File: src/rtl/alu_pkg.sv
// rtl/alu_pkg.sv - shared widths, flag bit positions and FSM encoding for the alu issue controller
package alu_pkg;

    localparam int ALU_DATA_W = 8;
    localparam int ALU_OP_W   = 4;
    localparam int ALU_CNT_W  = 16;

    localparam int FLG_C = 0;
    localparam int FLG_Z = 1;
    localparam int FLG_N = 2;
    localparam int FLG_V = 3;

    typedef enum logic [1:0] {
        IDLE = 2'd0,
        EXEC = 2'd1,
        RESP = 2'd2
    } issue_state_t;

endpackage

File: src/rtl/alu_flag_reg.sv
// rtl/alu_flag_reg.sv - architectural {V,N,Z,C} flag register with update-over-clear priority
module alu_flag_reg
    import alu_pkg::*;
(
    input  logic       clk,
    input  logic       rst_n,
    input  logic       i_clr,
    input  logic       i_upd,
    input  logic [3:0] i_flags,
    output logic [3:0] o_flags
);

    logic [3:0] r_flags;

    // An ALU write-back in the same cycle as a clear keeps the fresh flags.
    always_ff @(posedge clk or negedge rst_n) begin
        if (!rst_n) begin
            r_flags <= 4'b0000;
        end else if (i_upd) begin
            r_flags <= i_flags;
        end else if (i_clr) begin
            r_flags <= 4'b0000;
        end
    end

    assign o_flags = r_flags;

endmodule

File: src/rtl/alu_issue_ctrl.sv
// rtl/alu_issue_ctrl.sv - issues one command to the combinational alu, captures result/flags, returns a response
module alu_issue_ctrl
    import alu_pkg::*;
#(
    parameter int DATA_W = ALU_DATA_W,
    parameter int OP_W   = ALU_OP_W,
    parameter int CNT_W  = ALU_CNT_W
) (
    input  logic              clk,
    input  logic              rst_n,
    input  logic              cmd_valid,
    output logic              cmd_ready,
    input  logic [OP_W-1:0]   cmd_op,
    input  logic [DATA_W-1:0] cmd_a,
    input  logic [DATA_W-1:0] cmd_b,
    input  logic              cmd_upd,
    input  logic              flag_clr,
    output logic              rsp_valid,
    input  logic              rsp_ready,
    output logic [DATA_W-1:0] rsp_result,
    output logic [3:0]        rsp_flags,
    output logic [3:0]        flags_q,
    output logic [CNT_W-1:0]  op_count,
    output logic [DATA_W-1:0] alu_a,
    output logic [DATA_W-1:0] alu_b,
    output logic [OP_W-1:0]   alu_op,
    output logic [3:0]        alu_s_in,
    input  logic [DATA_W-1:0] alu_result,
    input  logic              alu_s_c,
    input  logic              alu_s_z,
    input  logic              alu_s_n,
    input  logic              alu_s_v
);

    issue_state_t r_state;
    issue_state_t w_next_state;

    logic [DATA_W-1:0] r_alu_a;
    logic [DATA_W-1:0] r_alu_b;
    logic [OP_W-1:0]   r_alu_op;
    logic [3:0]        r_alu_s_in;
    logic              r_upd;
    logic [DATA_W-1:0] r_rsp_result;
    logic [3:0]        r_rsp_flags;
    logic [CNT_W-1:0]  r_op_count;

    logic              w_accept;
    logic              w_capture;
    logic              w_retire;
    logic              w_flag_upd;
    logic [3:0]        w_alu_flags;
    logic [3:0]        w_flags_q;

    // Pack the alu flag outputs into the {V,N,Z,C} order used everywhere.
    always_comb begin
        w_alu_flags        = 4'b0000;
        w_alu_flags[FLG_C] = alu_s_c;
        w_alu_flags[FLG_Z] = alu_s_z;
        w_alu_flags[FLG_N] = alu_s_n;
        w_alu_flags[FLG_V] = alu_s_v;
    end

    // State register.
    always_ff @(posedge clk or negedge rst_n) begin
        if (!rst_n) begin
            r_state <= IDLE;
        end else begin
            r_state <= w_next_state;
        end
    end

    // Next state and handshake strobes; EXEC always lasts exactly one settle cycle.
    always_comb begin
        w_next_state = r_state;
        w_accept     = 1'b0;
        w_capture    = 1'b0;
        w_retire     = 1'b0;
        case (r_state)
            IDLE: begin
                if (cmd_valid) begin
                    w_accept     = 1'b1;
                    w_next_state = EXEC;
                end
            end
            EXEC: begin
                w_capture    = 1'b1;
                w_next_state = RESP;
            end
            RESP: begin
                if (rsp_ready) begin
                    w_retire     = 1'b1;
                    w_next_state = IDLE;
                end
            end
            default: begin
                w_next_state = IDLE;
            end
        endcase
    end

    // Operand registers only load on acceptance so the alu inputs never change mid-op.
    always_ff @(posedge clk or negedge rst_n) begin
        if (!rst_n) begin
            r_alu_a    <= '0;
            r_alu_b    <= '0;
            r_alu_op   <= '0;
            r_alu_s_in <= 4'b0000;
            r_upd      <= 1'b0;
        end else if (w_accept) begin
            r_alu_a    <= cmd_a;
            r_alu_b    <= cmd_b;
            r_alu_op   <= cmd_op;
            r_alu_s_in <= w_flags_q;
            r_upd      <= cmd_upd;
        end
    end

    // Response capture after the alu has had one full cycle to settle.
    always_ff @(posedge clk or negedge rst_n) begin
        if (!rst_n) begin
            r_rsp_result <= '0;
            r_rsp_flags  <= 4'b0000;
        end else if (w_capture) begin
            r_rsp_result <= alu_result;
            r_rsp_flags  <= w_alu_flags;
        end
    end

    // Completed-response counter, sticks at all ones.
    always_ff @(posedge clk or negedge rst_n) begin
        if (!rst_n) begin
            r_op_count <= '0;
        end else if (w_retire && (r_op_count != {CNT_W{1'b1}})) begin
            r_op_count <= r_op_count + 1'b1;
        end
    end

    assign w_flag_upd = w_capture && r_upd;

    alu_flag_reg u_flag_reg (
        .clk     (clk),
        .rst_n   (rst_n),
        .i_clr   (flag_clr),
        .i_upd   (w_flag_upd),
        .i_flags (w_alu_flags),
        .o_flags (w_flags_q)
    );

    assign cmd_ready  = (r_state == IDLE);
    assign rsp_valid  = (r_state == RESP);
    assign rsp_result = r_rsp_result;
    assign rsp_flags  = r_rsp_flags;
    assign flags_q    = w_flags_q;
    assign op_count   = r_op_count;
    assign alu_a      = r_alu_a;
    assign alu_b      = r_alu_b;
    assign alu_op     = r_alu_op;
    assign alu_s_in   = r_alu_s_in;

endmodule

File: config.mk
export PLATFORM = sky130hd
export DESIGN_NAME = alu_issue_ctrl
export DESIGN_NICKNAME = d
export VERILOG_FILES = /design/src/rtl/alu_pkg.sv /design/src/rtl/alu_flag_reg.sv /design/src/rtl/alu_issue_ctrl.sv
export SDC_FILE = /design/constraint.sdc
export NUM_CORES = 1
export LEC_CHECK = 0
export ABC_CLOCK_PERIOD_IN_PS = 2200
export CAP_MARGIN = 0
export CORE_MARGIN = 8
export CORE_UTILIZATION = 43
export DETAILED_ROUTE_END_ITERATION = 10
export MAX_ROUTING_LAYER = met4
export PLACE_DENSITY = 0.79
export SYNTH_ARGS = -nofsm -noshare
export SYNTH_HDL_FRONTEND = slang
export SYNTH_SLANG_ARGS = --single-unit
File: constraint.sdc
create_clock -name clk -period 2.2 [get_ports clk]
set_input_delay 0.66 -clock clk [delete_from_list [all_inputs] [get_ports clk]]
set_output_delay 0.66 -clock clk [all_outputs]
set_load 0.1 [all_outputs]
==> results.toml <==
[yosys]
synth_top_area_share = 0.610
yosys_warnings = 0
postSynthNetCount = 239
netlist_area_mm2 = 0.00242
postSynthCellCount = 200
ys_ff_latch = 59
synth_flop_cell = "dfrtp_1"
synth-edff-count = 0
synth-seq-area-share = 0.610
syn_area_per_cell_um2 = 12.1
synth.distinct_cells = 29
yosys.area.top_type = "dfrtp_1"
synth.area.top_cells = "dfrtp_1 (61%), mux2_2 (13%), nand2_1 (7.4%)"
synth-async-reset-ratio = 1.00

[min_path]
worstHoldPathType = "in2async"

[setup_path]
critPathCaptureType = "output pin"
r2r_slack_ps = 360
cp_max_fo = 6
startpoint = "r_state[0]$_DFFE_PN0P_"
worst-path-stages = 3
crit_path_end = "rsp_valid"
critPathTopFamily = "flip-flops"
critical_path.reg2reg.endpoint = "op_count[1]$_DFFE_PN0P_"
max_stage_delay_ps = 440
path_cells = "nand2b_1 -> inv_1 -> buf_12"
cp_data_arrival_time_ps = 1230
start_kind = "flip-flop"
critPathKind = "reg2out"
slowest_stage = "dfrtp_1"
rr_startpoint = "op_count[0]$_DFFE_PN0P_"
crit_buf_inv = 2
reg2reg_depth = 5
crit_required_ps = 1540

[die]
core_mm2 = 0.00547
die_w_um = 91.1
design.die.area_mm2 = 0.00829
die_y_um = 91.1
start_util = 0.443
rows = 27
ios = 96

[timing]
period_share = 0.858
hold_viol = 0
worstMarginPinSlew_ps = 543
slew_headroom = 0.638
skew_ps = 7.63
setup_violations = 0
rsz0062_at_grt = "false"
slew_viol_final = 0
whs_ps = 311
period_needed_ps = 1890
fmax_mhz = 530

[clock_network]
cts_tree = "yes"
ctsHoldBuffers = 0
cts_max_level = 3
numCtsBuffers = 9
worstSkewPairLatency_ps = 330
clk_pin_slew_ps = 70
cts.sinks = 59
cts-root-buf = "clkbuf_8"
post_cts_buffers = 0
cts_resized = 0
clockBufferDepth = 2

[placed_design]
io_buffers = 95
dp_hpwl_mm = 4.72
gp_congestion = 0.809

[detailed_routing]
firstDrtPassIters = 4
drc = 0
drt-wirelength-per-cell_um = 16.0
ant_nets = 0
num_vias = 1879
via_per_inst = 4.89
drt_iter0_markers = 55
wirelength_mm = 6.14

[cells_and_area]
drive_gt1_frac = 0.394
n_antenna_cell = 0
fin_nets = 346
syn_to_final_growth_pct = 60.4

[grt]
antenna_found_initial = 0
grt_max_degree = 30
grt_pass1_vias = 2062
track_usage = 0.162
grt_pass1_wl_mm = 10.4
grt_overflow = 0

[outcome]
status = "finished clean"

[flow_run]
max_cap_viol_count = 0
Yosys cell counts, drive strengths merged (3+ instances only):
cell type and count:
dfrtp 59, nand2 48, mux2 28, nand4 9
xnor2 9, nand3 7, nor2 6, nand3b 5
buf 4, clkbuf 3, nand2b 3, o21ai 3
xor2 3
layout by cell type (no fill, tap or decap), drive strengths merged, types with 5 or more instances in the layout:
cell | netlist | layout
buf | 4 | 67
dfrtp | 59 | 59
nand2 | 48 | 48
clkdlybuf4s50 | 0 | 36
mux2 | 28 | 28
clkbuf | 3 | 12
xnor2 | 9 | 9
nand4 | 9 | 9
nand3 | 7 | 7
nor2 | 6 | 6
nand3b | 5 | 5
layer usage:
metal | part of all wire | track usage | vias to the layer above
li1 | - | - | 897
met1 | 0.43 | 0.187 | 913
met2 | 0.51 | 0.257 | 58
met3 | 0.038 | 0.0354 | 11
met4 | 0.023 | 0.0873 | 0
met5 | 0 | - | -
cell type report:
class / count / area [um2]
inverter: 1 / 3.75
multi-input combinational: 133 / 912
timing repair buffer: 103 / 1140
sequential: 59 / 1480
clock inverter: 4 / 95.1
clock buffer: 12 / 165
fill: 422 / 1590
tap: 72 / 90.1
stage by stage:
step / std cells / cell area (um2) / setup WS [ps] / TNS (ps) / utilization
3_3_place_gp: 368 / 3630 / 12.2 / 0 / 0.663
5_1_grt: 384 / 3890 / 226 / 0 / 0.710
6_report: 384 / 3890 / 312 / 0 / 0.710
3_5_place_dp: 368 / 3630 / -25.2 / -25.2 / 0.663
2_1_floorplan: 200 / 2440 / 0.728 / 0 / -
4_1_cts: 384 / 3890 / 277 / 0 / 0.710
flip-flops by register name, indices dropped and copies added (netlist names):
register            flops
r_upd                   1
r_state                 2
alu_op                  4
rsp_result              8
alu_s_in                4
op_count               16
alu_a                   8
u_flag_reg.o_flags      4
alu_b                   8
rsp_flags               4
kinds of logic after synthesis:
kind of cell	count (synthesis)	synth area share
flip-flops	59	0.610
adder cells (fa/ha/maj)	1	0.00516
multiplexers	28	0.132
buffers and inverters	8	0.0170
AO/OA/AOI/OAI	5	0.0139
AND/OR/NAND/NOR	87	0.179
XOR/XNOR	12	0.0434
worst min-delay path by stage:
stage	end	slack [ps]
final	alu_s_in[0]$_DFFE_PN0P_	310
after global routing	alu_s_in[0]$_DFFE_PN0P_	340
after CTS	alu_s_in[0]$_DFFE_PN0P_	310
after detailed placement	rsp_result[3]$_DFFE_PN0N_	460
after global placement	rsp_result[7]$_DFFE_PN0N_	460
after floorplan	alu_a[0]$_DFFE_PN0P_	360
Power is left out: the tool's default activity adds up to more than one toggle a clock period on the data nets, which glitch-free logic cannot reach.
